File: src/rtl/nn_host_loader_if.sv
// Host command/response streams plus the accelerator's memory-mapped bus, bundled for nn_host_loader.
// The master modport is the loader's view; the slave modport is the host link plus accelerator.
interface nn_host_loader_if #(
  parameter int MM_DEPTH = 16,
  parameter int MM_WIDTH = 32,
  parameter int Q_DEPTH  = 16,
  parameter int CNT_W    = 8
);
  // Both streams: a word moves on a rising edge where valid & ready are high; valid never
  // waits on ready, and payload holds steady while valid is high and ready is low.
  logic                cmd_valid;
  logic                cmd_ready;
  logic [1:0]          cmd_op;
  logic [MM_DEPTH-1:0] cmd_addr;
  logic [MM_WIDTH-1:0] cmd_data;
  logic [CNT_W-1:0]    cmd_count;

  logic                rsp_valid;
  logic                rsp_ready;
  logic [Q_DEPTH-1:0]  rsp_data;
  logic                rsp_last;

  logic                write_enable;
  logic [MM_DEPTH-1:0] write_addr;
  logic [MM_WIDTH-1:0] write_data;
  logic                read_enable;
  logic [MM_DEPTH-1:0] read_addr;
  logic [Q_DEPTH-1:0]  read_data;
  logic                available;

  modport master (
    input  cmd_valid, cmd_op, cmd_addr, cmd_data, cmd_count, rsp_ready, read_data, available,
    output cmd_ready, rsp_valid, rsp_data, rsp_last,
           write_enable, write_addr, write_data, read_enable, read_addr
  );

  modport slave (
    output cmd_valid, cmd_op, cmd_addr, cmd_data, cmd_count, rsp_ready, read_data, available,
    input  cmd_ready, rsp_valid, rsp_data, rsp_last,
           write_enable, write_addr, write_data, read_enable, read_addr
  );
endinterface

File: src/rtl/nn_host_loader.sv
// Turns host WRITE/RUN/READ commands into accelerator bus cycles; READ results return
// through a small first-word-fall-through buffer with credit-based read issue.
module nn_host_loader #(
  parameter int                  MM_DEPTH    = 16,
  parameter int                  MM_WIDTH    = 32,
  parameter int                  Q_DEPTH     = 16,
  parameter int                  CNT_W       = 8,
  parameter int                  FIFO_DEPTH  = 4,
  parameter logic [MM_DEPTH-1:0] STATUS_ADDR = 16'hF000,
  parameter logic [MM_WIDTH-1:0] RUN_WORD    = 32'h1,
  parameter int                  TIMEOUT     = 65535
) (
  input  logic             clk,
  input  logic             reset,
  nn_host_loader_if.master io,
  output logic             busy,
  output logic             error,
  output logic [2:0]       state_dbg
);
  localparam int AW = $clog2(FIFO_DEPTH);
  localparam int TW = $clog2(TIMEOUT + 1);

  typedef enum logic [2:0] {
    S_IDLE, S_WRITE, S_RUN_WR, S_WAIT_START, S_WAIT_DONE, S_READ, S_DRAIN
  } state_t;

  state_t              state_q, state_d;
  logic                live_q, live_d;
  logic                error_q, error_d;
  logic                we_q, we_d;
  logic [MM_DEPTH-1:0] waddr_q, waddr_d;
  logic [MM_WIDTH-1:0] wdata_q, wdata_d;
  logic                re_q, re_d;
  logic [MM_DEPTH-1:0] raddr_q, raddr_d;
  logic                rlast_q, rlast_d;
  logic [CNT_W-1:0]    remain_q, remain_d;
  logic [TW-1:0]       timer_q, timer_d;
  logic                pend_q, pend_d;
  logic                pend_last_q, pend_last_d;
  logic [AW-1:0]       wr_ptr_q, wr_ptr_d, rd_ptr_q, rd_ptr_d;
  logic [AW:0]         count_q, count_d;
  logic [Q_DEPTH:0]    mem_q [FIFO_DEPTH];

  logic                fifo_empty, push, pop, cmd_ready, accept, credit_ok;
  logic [AW+1:0]       occupancy;
  logic [Q_DEPTH:0]    head;

  assign fifo_empty = (count_q == '0);
  assign push       = pend_q;
  assign pop        = !fifo_empty && io.rsp_ready;
  // Words already in the buffer plus reads whose data has not landed yet.
  assign occupancy  = (AW+2)'(count_q) + (AW+2)'(re_q) + (AW+2)'(pend_q);
  assign credit_ok  = occupancy < (AW+2)'(FIFO_DEPTH);
  assign cmd_ready  = live_q && (state_q == S_IDLE) && io.available && fifo_empty;
  assign accept     = cmd_ready && io.cmd_valid;
  assign head       = mem_q[rd_ptr_q];

  always_comb begin
    state_d     = state_q;
    live_d      = 1'b1;
    error_d     = error_q;
    we_d        = 1'b0;
    waddr_d     = waddr_q;
    wdata_d     = wdata_q;
    re_d        = 1'b0;
    raddr_d     = raddr_q;
    rlast_d     = 1'b0;
    remain_d    = remain_q;
    timer_d     = timer_q;
    pend_d      = re_q;
    pend_last_d = rlast_q;
    wr_ptr_d    = wr_ptr_q + AW'(push);
    rd_ptr_d    = rd_ptr_q + AW'(pop);
    count_d     = count_q + (AW+1)'(push) - (AW+1)'(pop);

    case (state_q)
      S_IDLE: begin
        if (accept) begin
          case (io.cmd_op)
            2'b00: begin
              we_d    = 1'b1;
              waddr_d = io.cmd_addr;
              wdata_d = io.cmd_data;
              state_d = S_WRITE;
            end
            2'b01: begin
              we_d    = 1'b1;
              waddr_d = STATUS_ADDR;
              wdata_d = RUN_WORD;
              state_d = S_RUN_WR;
            end
            2'b10: begin
              // First read issues on the accept edge to hit the 3-cycle response latency.
              re_d     = 1'b1;
              raddr_d  = io.cmd_addr;
              remain_d = io.cmd_count;
              rlast_d  = (io.cmd_count == '0);
              state_d  = (io.cmd_count == '0) ? S_DRAIN : S_READ;
            end
            default: error_d = 1'b1;
          endcase
        end
      end
      S_WRITE: state_d = S_IDLE;
      S_RUN_WR: begin
        state_d = S_WAIT_START;
        timer_d = TW'(TIMEOUT);
      end
      S_WAIT_START: begin
        if (!io.available) begin
          state_d = S_WAIT_DONE;
          timer_d = TW'(TIMEOUT);
        end else if (timer_q <= TW'(1)) begin
          error_d = 1'b1;
          state_d = S_IDLE;
        end else begin
          timer_d = timer_q - TW'(1);
        end
      end
      S_WAIT_DONE: begin
        if (io.available) begin
          state_d = S_IDLE;
        end else if (timer_q <= TW'(1)) begin
          error_d = 1'b1;
          state_d = S_IDLE;
        end else begin
          timer_d = timer_q - TW'(1);
        end
      end
      S_READ: begin
        if (credit_ok) begin
          re_d     = 1'b1;
          raddr_d  = raddr_q + MM_DEPTH'(1);
          remain_d = remain_q - CNT_W'(1);
          if (remain_q == CNT_W'(1)) begin
            rlast_d = 1'b1;
            state_d = S_DRAIN;
          end
        end
      end
      S_DRAIN: begin
        if (fifo_empty && !re_q && !pend_q) state_d = S_IDLE;
      end
      default: state_d = S_IDLE;
    endcase
  end

  always_ff @(posedge clk or negedge reset) begin
    if (!reset) begin
      state_q     <= S_IDLE;
      live_q      <= 1'b0;
      error_q     <= 1'b0;
      we_q        <= 1'b0;
      waddr_q     <= '0;
      wdata_q     <= '0;
      re_q        <= 1'b0;
      raddr_q     <= '0;
      rlast_q     <= 1'b0;
      remain_q    <= '0;
      timer_q     <= '0;
      pend_q      <= 1'b0;
      pend_last_q <= 1'b0;
      wr_ptr_q    <= '0;
      rd_ptr_q    <= '0;
      count_q     <= '0;
    end else begin
      state_q     <= state_d;
      live_q      <= live_d;
      error_q     <= error_d;
      we_q        <= we_d;
      waddr_q     <= waddr_d;
      wdata_q     <= wdata_d;
      re_q        <= re_d;
      raddr_q     <= raddr_d;
      rlast_q     <= rlast_d;
      remain_q    <= remain_d;
      timer_q     <= timer_d;
      pend_q      <= pend_d;
      pend_last_q <= pend_last_d;
      wr_ptr_q    <= wr_ptr_d;
      rd_ptr_q    <= rd_ptr_d;
      count_q     <= count_d;
    end
  end

  // Storage needs no reset: nothing reads it while the count is zero.
  always_ff @(posedge clk) begin
    if (push) mem_q[wr_ptr_q] <= {pend_last_q, io.read_data};
  end

  assign io.cmd_ready    = cmd_ready;
  assign io.rsp_valid    = !fifo_empty;
  assign io.rsp_data     = fifo_empty ? '0 : head[Q_DEPTH-1:0];
  assign io.rsp_last     = !fifo_empty && head[Q_DEPTH];
  assign io.write_enable = we_q;
  assign io.write_addr   = waddr_q;
  assign io.write_data   = wdata_q;
  assign io.read_enable  = re_q;
  assign io.read_addr    = raddr_q;
  assign busy            = (state_q != S_IDLE);
  assign error           = error_q;
  assign state_dbg       = state_q;
endmodule

File: src/flat_wrapper.sv
// flat-port wrapper written by rule: the top's interface ports become plain ports
module nn_host_loader_flat 
#(
  parameter int                  MM_DEPTH    = 16,
  parameter int                  MM_WIDTH    = 32,
  parameter int                  Q_DEPTH     = 16,
  parameter int                  CNT_W       = 8,
  parameter int                  FIFO_DEPTH  = 4,
  parameter logic [MM_DEPTH-1:0] STATUS_ADDR = 16'hF000,
  parameter logic [MM_WIDTH-1:0] RUN_WORD    = 32'h1,
  parameter int                  TIMEOUT     = 65535
)
  (clk, reset, busy, error, state_dbg, io_cmd_valid, io_cmd_op, io_cmd_addr, io_cmd_data, io_cmd_count, io_rsp_ready, io_read_data, io_available, io_cmd_ready, io_rsp_valid, io_rsp_data, io_rsp_last, io_write_enable, io_write_addr, io_write_data, io_read_enable, io_read_addr);
  nn_host_loader_if #(.MM_DEPTH(MM_DEPTH), .MM_WIDTH(MM_WIDTH), .Q_DEPTH(Q_DEPTH), .CNT_W(CNT_W)) io_i ();
  input  logic clk;
  input  logic reset;
  output logic busy;
  output logic error;
  output logic [2:0] state_dbg;
  input wire logic [$bits(io_i.cmd_valid)-1:0] io_cmd_valid;
  input wire logic [$bits(io_i.cmd_op)-1:0] io_cmd_op;
  input wire logic [$bits(io_i.cmd_addr)-1:0] io_cmd_addr;
  input wire logic [$bits(io_i.cmd_data)-1:0] io_cmd_data;
  input wire logic [$bits(io_i.cmd_count)-1:0] io_cmd_count;
  input wire logic [$bits(io_i.rsp_ready)-1:0] io_rsp_ready;
  input wire logic [$bits(io_i.read_data)-1:0] io_read_data;
  input wire logic [$bits(io_i.available)-1:0] io_available;
  output wire logic [$bits(io_i.cmd_ready)-1:0] io_cmd_ready;
  output wire logic [$bits(io_i.rsp_valid)-1:0] io_rsp_valid;
  output wire logic [$bits(io_i.rsp_data)-1:0] io_rsp_data;
  output wire logic [$bits(io_i.rsp_last)-1:0] io_rsp_last;
  output wire logic [$bits(io_i.write_enable)-1:0] io_write_enable;
  output wire logic [$bits(io_i.write_addr)-1:0] io_write_addr;
  output wire logic [$bits(io_i.write_data)-1:0] io_write_data;
  output wire logic [$bits(io_i.read_enable)-1:0] io_read_enable;
  output wire logic [$bits(io_i.read_addr)-1:0] io_read_addr;
  assign io_i.cmd_valid = io_cmd_valid;
  assign io_i.cmd_op = io_cmd_op;
  assign io_i.cmd_addr = io_cmd_addr;
  assign io_i.cmd_data = io_cmd_data;
  assign io_i.cmd_count = io_cmd_count;
  assign io_i.rsp_ready = io_rsp_ready;
  assign io_i.read_data = io_read_data;
  assign io_i.available = io_available;
  assign io_cmd_ready = io_i.cmd_ready;
  assign io_rsp_valid = io_i.rsp_valid;
  assign io_rsp_data = io_i.rsp_data;
  assign io_rsp_last = io_i.rsp_last;
  assign io_write_enable = io_i.write_enable;
  assign io_write_addr = io_i.write_addr;
  assign io_write_data = io_i.write_data;
  assign io_read_enable = io_i.read_enable;
  assign io_read_addr = io_i.read_addr;
  nn_host_loader #(.MM_DEPTH(MM_DEPTH), .MM_WIDTH(MM_WIDTH), .Q_DEPTH(Q_DEPTH), .CNT_W(CNT_W), .FIFO_DEPTH(FIFO_DEPTH), .STATUS_ADDR(STATUS_ADDR), .RUN_WORD(RUN_WORD), .TIMEOUT(TIMEOUT)) u_core (.clk(clk), .reset(reset), .io(io_i), .busy(busy), .error(error), .state_dbg(state_dbg));
endmodule
File: config.mk
export PLATFORM = sky130hd
export DESIGN_NAME = nn_host_loader_flat
export DESIGN_NICKNAME = d
export VERILOG_FILES = /design/src/rtl/nn_host_loader_if.sv /design/src/rtl/nn_host_loader.sv /design/src/flat_wrapper.sv
export SDC_FILE = /design/constraint.sdc
export NUM_CORES = 1
export LEC_CHECK = 0
export BUFFER_PORTS_ARGS = -buffer_cell sky130_fd_sc_hd__buf_4
export CAP_MARGIN = 20
export CORE_MARGIN = 2
export CORE_UTILIZATION = 51
export CTS_BUF_LIST = sky130_fd_sc_hd__clkbuf_8
export CTS_CLUSTER_SIZE = 30
export DETAILED_ROUTE_END_ITERATION = 10
export PLACE_DENSITY = 0.74
export SLEW_MARGIN = 20
export SYNTH_ARGS = -nofsm -noshare
export SYNTH_HDL_FRONTEND = slang
export SYNTH_SLANG_ARGS = --single-unit
File: constraint.sdc
create_clock -name clk -period 2.1 [get_ports clk]
set_input_delay 0.42 -clock clk [delete_from_list [all_inputs] [get_ports clk]]
set_output_delay 0.42 -clock clk [all_outputs]
set_load 0.02 [all_outputs]
==> flow_summary_export.csv, run 1 <==
group,metric,value,unit
outcome,status,"finished with violations",
outcome,failed_checks,"setup timing",
sta,hold_viol_final,0,
die,initial_utilization,52.3,%
clocking,cts_buffers,17,
finish,seqCellArea,4680,sq um
sta,clock.fmax,441,MHz
setup_path,path_max_fanout,9,
yosys,avgSynthCellArea,11.5,sq um
finish,drive_gt1_share,36.3,%
yosys,synth_edf_count,68,
sta,drv_slew,0,
die,pin_count,169,
placement,gp_congestion,0.884,
yosys,synth.mux.area_fraction,4.96,%
setup_path,cp-end-kind,"output pin",
finish,multi_input_area,3200,sq um
sta,skew,0.0119,ns
yosys,ys_ff_latch,173,
sta,max_slew_margin,60.6,%
yosys,yosysUniqueCellTypes,62,
setup_path,crit_type,"reg -> out",
sta,fin_hold_ws,0.00991,ns
yosys,synth_xor_area_share,1.43,%
yosys,syn-num-nets,787,
placement,dpl_cell_area,9780,sq um
route,ant_nets,0,
setup_path,rr_startpoint,"u_core.state_dbg[1]",
route,drc,0,
finish,n_fill_cell,1107,
die,die_w,129,um
route,viasPerCell,5.76,
pwr,ir_worst_vdd,790,uV
die,die_h,129,um
die,core.rowCount,45,
finish,final_area,10600,sq um
setup_path,reg2reg_depth,5,
grt,grt_max_degree,106,
die,fp.coreArea,15200,sq um
finish,nNetsFinal,1003,
route,drtIter0Drc,431,
clocking,cts.path.max_buffers,2,
placement,port_buffers,168,
setup_path,startpoint_type,"flip-flop",
clocking,root_buffer,"clkbuf_8",
finish,syn2layout_area_growth,32.7,%
pwr,p_leak,4.69,nW
placement,dpl.hpwl,14.4,mm
sta,tightestPinTransition,0.590,ns
clocking,cts_tree,"built",
clocking,clkTransAtPathRegs,0.10,ns
grt,grt_pass1_vias,6547,
yosys,synth_cells,692,
yosys,postSynth.asyncResetShare,60.7,%
min_path,hold_path.class,"in -> async",
setup_path,r2r-end,"u_core.timer_q[15]",
yosys,ys_seq_area_share,58.7,%
pwr,power_density,1220,nW/um^2
route,wl_per_cell,18.9,um
grt,grt_overflow_total,0,
sta,tns,-2.31,ns
sta,rsz0062_at_grt,"yes",
clocking,cts_max_level,4,
yosys,synth-simple-area-share,19.3,%
die,dieArea,16600,sq um
sta,fin_ws,-0.165,ns
setup_path,required,1.68,ns
route,vias,6389,
yosys,synth_compound_area_share,9.91,%
yosys,synth_top_family_by_area,"simple AND/OR/NAND/NOR gates",
finish,insertedDiodeCount,0,
sta,min_period,2.27,ns
yosys,synthesis.area,7950,sq um
run,maxCapViolCount,0,
grt,antenna_found_initial,0,
grt,gr-usage-all-layers,25.6,%
sta,fin_crit_sh,108,%
setup_path,rrSetupSlack,-0.01,ns
yosys,ys.flop_type,"dfrtp_1",
route,drt_wl_total,21.0,mm
yosys,synth_fa_ha_area_share,2.61,%
sta,setup_violations,18,
clocking,cts_sinks,173,
clocking,clkLatencyLatePin,0.46,ns
yosys,ys_warn_count,0,
grt,grt_pass1_wl,33.1,mm
route,first_pass_iters,5,
setup_path,crit_arrival,1.85,ns
[per-stage QoR]
stage                     utilization [%]  total power (W)  cells  setup WS (ns)
after global placement               64.3          0.00961   1062        -0.0115
after floorplan                         -          0.00754    692        -0.0245
after CTS                            68.3           0.0128   1100         -0.263
after detailed placement             64.3          0.00977   1062        -0.0795
final                                69.4           0.0128   1109         -0.165
after global routing                 69.4           0.0136   1109         -0.255
[how the worst max path moves through the flow]
stage / startpoint / end / slack [ns] / cells after the start
2_1_floorplan: u_core.state_dbg[0] / u_core.timer_q[15] / -0.02 / 6
3_5_place_dp: io_available / u_core.timer_q[15] / -0.08 / 6
5_1_grt: u_core.rd_ptr_q[0] / io_rsp_data[12] / -0.26 / 4
3_3_place_gp: io_available / u_core.timer_q[15] / -0.01 / 6
6_report: u_core.rd_ptr_q[0] / io_rsp_data[12] / -0.17 / 4
4_1_cts: u_core.rd_ptr_q[0] / io_rsp_data[15] / -0.26 / 5
[critical path, cell delays in order, from the launching register on]
cell     delay [ns]
dfrtp_2        0.43
buf_12         0.16
mux4_2         0.52
and2_4         0.16
buf_6          0.12
[flip-flops by register name, indices dropped and copies added, names as in the netlist, 2 cells and up]
name                  cells
u_core.io.write_addr     16
u_core.mem_q             68
u_core.count_q            3
u_core.timer_q           16
u_core.rd_ptr_q           2
u_core.remain_q           8
u_core.wr_ptr_q           2
u_core.io.read_addr      16
u_core.state_dbg          3
u_core.io.write_data     32
[synth_stat cells, drive strengths merged (6+ instances only)]
cell | n | area share [%]
nand2 | 129 | 6.1
dfrtp | 105 | 33
edfxtp | 68 | 26
nand3b | 45 | 4.2
clkbuf | 32 | 1.5
nand3 | 24 | 1.5
a21oi | 22 | 1.4
inv | 22 | 1.0
o21ai | 22 | 1.4
and2 | 21 | 1.7
nor3 | 20 | 1.3
nor2 | 18 | 0.88
mux4 | 17 | 4.8
ha | 15 | 2.4
o22ai | 14 | 1.1
xor2 | 11 | 1.2
a31oi | 8 | 0.63
and3 | 7 | 0.55
o2bb2ai | 7 | 0.77
a22oi | 6 | 0.57
buf | 6 | 0.49
[power breakdown]
| part | internal (W) | switching, W | leakage (nW) | total (W) |
|---|---|---|---|---|
| logic | 0.00268 | 0.00277 | 2.56 | 0.00546 |
| registers | 0.00423 | 0.000657 | 1.91 | 0.00489 |
| clock network | 0.00120 | 0.00129 | 0.214 | 0.00248 |
[routing by layer]
metal	wire, um	up-vias	GRT usage (%)
met5	0	-	0
met4	314	0	7.54
met3	1450	29	7.69
met2	10800	265	43.9
met1	8420	3149	31.6
li1	-	2946	-
[what timing repair did]
item | 4_1_cts | 5_1_grt
hold buffers | 0 | 0
pin swaps | 9 | 18
gates resized for setup | 35 | 35
setup endpoints to repair | 27 | 73
cloned | 2 | 2
buffers inserted | 4 | 10
[cells by family (layout without fill, tap and decap cells)]
group | count (synthesis) | count (layout)
multiplexers | 18 | 18
flip-flops | 173 | 173
XOR/XNOR | 13 | 13
adder cells (fa/ha/maj) | 16 | 16
other | 1 | 1
AO/OA/AOI/OAI | 115 | 115
AND/OR/NAND/NOR | 296 | 296
buffers and inverters | 60 | 289
[placed cells by master (no fill, tap or decap), types with 3 or more instances in the layout]
| cell | count |
|---|---|
| dfrtp_1 | 100 |
| xor2_1 | 11 |
| nor3_1 | 13 |
| nor4_1 | 3 |
| o21ai_0 | 19 |
| buf_4 | 205 |
| and3_1 | 7 |
| a22oi_1 | 6 |
| a31oi_1 | 8 |
| o2bb2a_1 | 5 |
| nand2b_1 | 5 |
| o22ai_1 | 14 |
| o21ai_1 | 3 |
| inv_6 | 5 |
| inv_1 | 17 |
| nand4_1 | 5 |
| nor2_1 | 16 |
| ha_1 | 13 |
| inv_2 | 4 |
| buf_12 | 6 |
| nand2_1 | 129 |
| a21oi_1 | 20 |
| o211ai_1 | 4 |
| mux4_2 | 17 |
| o2bb2ai_1 | 7 |
| buf_6 | 21 |
| bufinv_16 | 3 |
| nand3_1 | 24 |
| and2_4 | 18 |
| nand3b_1 | 45 |
| clkbuf_8 | 17 |
| and2_1 | 3 |
| nor3_2 | 6 |
| clkinv_2 | 3 |
| edfxtp_1 | 68 |
| nor3b_1 | 4 |
| dfrtp_2 | 5 |
[layout make-up]
class                      instances  share of cell area, %
sequential                       173                   44.3
clock buffer                      17                   2.22
clock inverter                    15                   1.73
tap                              188                   2.23
inverter                          22                  0.806
timing repair buffer             235                   18.4
multi-input combinational        459                   30.3
(Power assumes the default switching activity.)
==> run 2, diff against run 1 <==
--- a/config.mk
+++ b/config.mk
@@ -7,12 +7,11 @@
 export LEC_CHECK = 0
 export BUFFER_PORTS_ARGS = -buffer_cell sky130_fd_sc_hd__buf_4
 export CAP_MARGIN = 20
-export CORE_MARGIN = 2
-export CORE_UTILIZATION = 51
+export CORE_UTILIZATION = 55
 export CTS_BUF_LIST = sky130_fd_sc_hd__clkbuf_8
 export CTS_CLUSTER_SIZE = 30
 export DETAILED_ROUTE_END_ITERATION = 10
-export PLACE_DENSITY = 0.74
+export PLACE_DENSITY = 0.76
 export SLEW_MARGIN = 20
 export SYNTH_ARGS = -nofsm -noshare
 export SYNTH_HDL_FRONTEND = slang
==> constraint.sdc (replaced) <==
create_clock -name clk -period 2.4 [get_ports clk]
set_input_delay 0.48 -clock clk [delete_from_list [all_inputs] [get_ports clk]]
set_output_delay 0.48 -clock clk [all_outputs]
set_load 0.02 [all_outputs]
==> flow_summary_export.csv, run 2 (same netlist as run 1, synthesis figures left out) <==
group,metric,value,unit
setup_path,r2r-end,"u_core.io.read_addr[15]",
die,die_h,122,um
clocking,cts.path.max_buffers,2,
clocking,cts_max_level,4,
sta,clock.fmax,428,MHz
setup_path,cp-end-kind,"output pin",
min_path,hold_path.class,"in -> async",
route,viasPerCell,5.83,
grt,antenna_found_initial,0,
route,wl_met3,1.52,mm
sta,tns,0,ns
pwr,ir_worst_vdd,720,uV
pwr,power_density,1060,nW/um^2
setup_path,cpMaxStageDelayCell,"mux4_2",
finish,n_fill_cell,988,
clocking,cts_setup_buffers,0,
sta,setup_violations,0,
grt,grt_pass1_vias,6151,
setup_path,critPathMaxStageDelay,0.49,ns
setup_path,required,1.92,ns
setup_path,crit_type,"reg -> out",
clocking,cts_sinks,173,
clocking,cts_buffers,17,
finish,syn2layout_area_growth,26.8,%
pwr,p_leak,4.42,nW
setup_path,rr_startpoint,"u_core.count_q[0]",
die,pin_count,169,
sta,min_period,2.34,ns
setup_path,rrSetupSlack,0.19,ns
finish,nNetsFinal,967,
route,wirelength_met1,7.94,mm
route,first_pass_iters,5,
sta,drv_slew,0,
finish,final_common_cell,"buf_4",
die,core.rowCount,43,
clocking,root_buffer,"clkbuf_8",
finish,final_cell_mix,"177 x buf_4, 129 x nand2_1, 103 x dfrtp_1",
setup_path,reg2reg_depth,6,
die,dieArea,14900,sq um
setup_path,crit_arrival,1.86,ns
finish,regMostFlops,"u_core.mem_q",
route,drt_wl_total,19.2,mm
finish,fin_cells,1065,
clocking,clkLatencyLatePin,0.46,ns
die,fp.coreArea,14000,sq um
setup_path,path_max_fanout,6,
setup_path,cp.depth,4,
run,maxCapViolCount,0,
setup_path,crit_chain,"clkbuf_16 -> mux4_2 -> and2_4 -> buf_6",
placement,dp.cells,1032,
die,initial_utilization,56.8,%
sta,fin_ws,0.0618,ns
grt,grt_max_degree,52,
route,drtIter0Drc,604,
sta,hold_viol_final,0,
die,die_w,122,um
grt,gr-usage-all-layers,26.8,%
sta,fin_crit_sh,97.4,%
setup_path,cpLargestDelayFamily,"multiplexers",
grt,grt_overflow_total,0,
route,dr_wl_met2,9.47,mm
placement,dp_slack,0.0902,ns
route,dr.max_layer_used,"met4",
finish,insertedDiodeCount,0,
placement,dpl.hpwl,13.3,mm
setup_path,startpoint_type,"flip-flop",
sta,rsz0062_at_grt,"yes",
placement,port_buffers,168,
route,ant_nets,0,
sta,max_slew_margin,57.2,%
clocking,clkTransAtPathRegs,0.08,ns
setup_path,cp.buffers_inverters,2,
route,drc,0,
sta,skew,0.0175,ns
finish,drive_gt1_share,31.4,%
finish,largest_register_ffs,68,
grt,grt_pass1_wl,30.4,mm
sta,tightestPinTransition,0.642,ns
placement,gp_congestion,0.868,
clocking,hold_buffers,0,
route,wl_per_cell,18.1,um
route,vias,6205,
clocking,cts_tree,"built",
outcome,status,"finished, final reports clean",
==> run 2: what timing repair did <==
item	CTS	global route
gates cloned	0	1
resized for setup	4	36
setup endpoints to repair	17	16
pin swaps	0	1
==> run 2: per-stage QoR <==
step	area, sq um	util, %	power (W)	hold WS (ns)
global placement	9550	68.3	0.00824	0.338
global route	10100	72.1	0.0113	0.0649
detailed placement	9550	68.3	0.00838	0.350
finish	10100	72.1	0.0107	0.0504
floorplan	7950	-	0.00657	0.184
CTS	9940	71.1	0.0104	0.0415
==> run 2: final cells by class <==
| cell class | count | area (sq um) | share of cell area [%] |
|---|---|---|---|
| Clock inverter | 15 | 146 | 1.45 |
| Tap cell | 180 | 225 | 2.23 |
| Sequential cell | 173 | 4670 | 46.3 |
| Multi-Input combinational cell | 459 | 3110 | 30.8 |
| Inverter | 22 | 82.6 | 0.819 |
| Clock buffer | 17 | 234 | 2.32 |
| Timing Repair Buffer | 199 | 1620 | 16.0 |
==> run 2: where the power goes <==
group          switching, W  internal, W  total [W]
Clock               0.00106     0.000914    0.00197
Combinational       0.00219      0.00214    0.00433
Sequential         0.000663      0.00370    0.00436
==> run 2: worst max path at each step <==
| stage | from | endpoint | slack, ns |
|---|---|---|---|
| 2_1_floorplan | u_core.rd_ptr_q[0] | io_rsp_data[10] | 0.07 |
| 3_3_place_gp | io_available | u_core.timer_q[15] | 0.11 |
| 3_5_place_dp | io_available | u_core.timer_q[15] | 0.09 |
| 4_1_cts | u_core.rd_ptr_q[0] | io_rsp_data[0] | 0.007 |
| 5_1_grt | u_core.rd_ptr_q[0] | io_rsp_last | -0.01 |
| 6_report | u_core.rd_ptr_q[0] | io_rsp_last | 0.06 |
==> run 2: metal layers <==
metal	vias up	global-route usage, %
met3	29	8.22
met5	-	0
met2	268	43.4
met4	0	8.46
li1	2866	-
met1	3042	34.7
==> run 3, diff against run 2 <==
--- a/config.mk
+++ b/config.mk
@@ -7,11 +7,11 @@
 export LEC_CHECK = 0
 export BUFFER_PORTS_ARGS = -buffer_cell sky130_fd_sc_hd__buf_4
 export CAP_MARGIN = 20
-export CORE_UTILIZATION = 55
+export CORE_UTILIZATION = 25
 export CTS_BUF_LIST = sky130_fd_sc_hd__clkbuf_8
 export CTS_CLUSTER_SIZE = 30
 export DETAILED_ROUTE_END_ITERATION = 10
-export PLACE_DENSITY = 0.76
+export PLACE_DENSITY = 0.39
 export SLEW_MARGIN = 20
 export SYNTH_ARGS = -nofsm -noshare
 export SYNTH_HDL_FRONTEND = slang
==> flow_summary_export.csv, run 3 (same netlist as run 1, synthesis figures left out) <==
group,metric,value,unit
die,initial_utilization,25.7,%
placement,gp_congestion,0.752,
sta,skew,0.0123,ns
clocking,clkLatencyLatePin,0.47,ns
pwr,swShare,37.9,%
route,drt_wl_total,22.9,mm
route,drtIter0Drc,285,
clocking,clkTransAtPathRegs,0.10,ns
clocking,cts_tree,"built",
setup_path,critPathMaxStageDelay,0.50,ns
route,wl_per_cell,17.7,um
pwr,switchingPower,0.00413,W
die,fp.coreArea,30900,sq um
grt,grt_max_degree,54,
finish,insertedDiodeCount,0,
route,drc,0,
finish,final_cell_mix,"182 x buf_4, 129 x nand2_1, 104 x dfrtp_1",
clocking,cts_sinks,173,
pwr,power_density,1040,nW/um^2
sta,fin_crit_sh,100,%
finish,drive_gt1_share,32.3,%
pwr,power.internal,0.00677,W
pwr,p_comb_share,41.2,%
setup_path,crit_arrival,1.92,ns
grt,use_met2,22.4,%
setup_path,cp-end-kind,"output pin",
setup_path,startpoint_type,"flip-flop",
clocking,cts_max_level,4,
clocking,root_buffer,"clkbuf_8",
grt,grtUsageMet1,19.1,%
sta,rsz0062_at_grt,"yes",
setup_path,path_max_fanout,7,
setup_path,crit_type,"reg -> out",
grt,grt_pass1_vias,6316,
route,first_pass_iters,4,
clocking,cts.path.max_buffers,2,
grt,grt_overflow_total,0,
grt,gr-max-usage-layer,"met2",
die,die_w,180,um
grt,use_met3,5.19,%
sta,min_period,2.40,ns
finish,syn2layout_area_growth,31.7,%
grt,grt_pass1_wl,36.7,mm
finish,final_common_cell,"buf_4",
sta,setup_violations,1,
finish,nNetsFinal,976,
clocking,cts_buffers,17,
die,die_h,180,um
placement,dpl.hpwl,15.6,mm
pwr,p_leak,4.50,nW
route,ant_nets,0,
pwr,ir_worst_vdd,422,uV
finish,post-route-util,33.9,%
route,vias,6054,
die,dieArea,32500,sq um
run,maxCapViolCount,0,
placement,dp_slack,0.0633,ns
finish,largest_register_ffs,68,
grt,antenna_found_initial,0,
sta,fin_hold_ws,0.204,ns
setup_path,required,1.92,ns
sta,tightestPinTransition,0.574,ns
setup_path,cp.buffers_inverters,2,
min_path,hold_path.class,"in -> reg",
setup_path,crit_chain,"buf_12 -> mux4_2 -> and2_4 -> buf_6",
finish,n_fill_cell,3196,
placement,port_buffers,168,
pwr,clkPwrFrac,19.1,%
setup_path,cpMaxStageDelayCell,"mux4_2",
pwr,seqPwrFrac,39.7,%
sta,max_slew_margin,61.3,%
sta,drv_slew,0,
finish,regMostFlops,"u_core.mem_q",
die,core.rowCount,64,
sta,clock.fmax,416,MHz
sta,tns,-0.00210,ns
outcome,failed_checks,"setup timing",
sta,fin_ws,-0.00210,ns
setup_path,cpLargestDelayFamily,"multiplexers",
sta,hold_viol_final,0,
grt,gr-usage-all-layers,14.5,%
route,viasPerCell,4.69,
die,pin_count,169,
outcome,status,"finished with violations",
[run 3: per-stage QoR]
stage          cell area [sq um]  instances  total power, W
3_5_place_dp                9910       1255         0.00853
3_3_place_gp                9910       1255         0.00856
6_report                   10500       1290          0.0109
4_1_cts                    10500       1289          0.0111
5_1_grt                    10500       1290          0.0116
2_1_floorplan               7950        692         0.00657
[run 3: timing repair]
item	in CTS	in global routing
resized for setup	39	3
hold buffers	1	0
setup endpoints to repair	18	31
pin swaps	1	1
buffers inserted	0	1
endpoints found under the hold margin	13	0
cloned	1	0
[run 3: power groups by stage]
| stage | sequential (W) | combinational (W) | clock, W |
|---|---|---|---|
| after floorplan | 0.00476 | 0.00182 | 0 |
| after global routing | 0.00443 | 0.00490 | 0.00228 |
| after CTS | 0.00432 | 0.00455 | 0.00217 |
| after global placement | 0.00436 | 0.00420 | 0 |
| final | 0.00432 | 0.00449 | 0.00208 |
| after detailed placement | 0.00434 | 0.00419 | 0 |
[run 3: metal layers]
| metal | vias to the layer above | wire length (um) | part of all wire [%] |
|---|---|---|---|
| met3 | 19 | 1780 | 7.8 |
| li1 | 2886 | - | - |
| met1 | 2974 | 10500 | 46 |
| met2 | 175 | 10300 | 45 |
| met5 | - | 0 | 0 |
| met4 | 0 | 278 | 1.2 |
[run 3: final timing paths]
kind / start / to / slack, ns / cells past startpoint
max reg2reg: u_core.count_q[0] / u_core.io.read_addr[13] / 0.20 / 7
min: io_read_data[3] / u_core.mem_q[0][3] / 0.20 / 1
min reg2reg: u_core.pend_last_d / u_core.pend_last_q / 0.39 / 0
max: u_core.rd_ptr_q[0] / io_rsp_data[4] / -0.002 / 4
min in group asynchronous: reset / u_core.io.write_data[7] / 0.40 / 2
max in group asynchronous: reset / u_core.timer_q[9] / 1.42 / 3
[run 3: layout make-up]
| type | instances | area [sq um] | area share [%] |
|---|---|---|---|
| Clock buffer | 17 | 234 | 2.23 |
| Clock inverter | 15 | 150 | 1.43 |
| Inverter | 22 | 82.6 | 0.789 |
| Multi-Input combinational cell | 459 | 3120 | 29.8 |
| Sequential cell | 173 | 4670 | 44.6 |
| Tap cell | 396 | 495 | 4.73 |
| Timing Repair Buffer | 208 | 1720 | 16.4 |
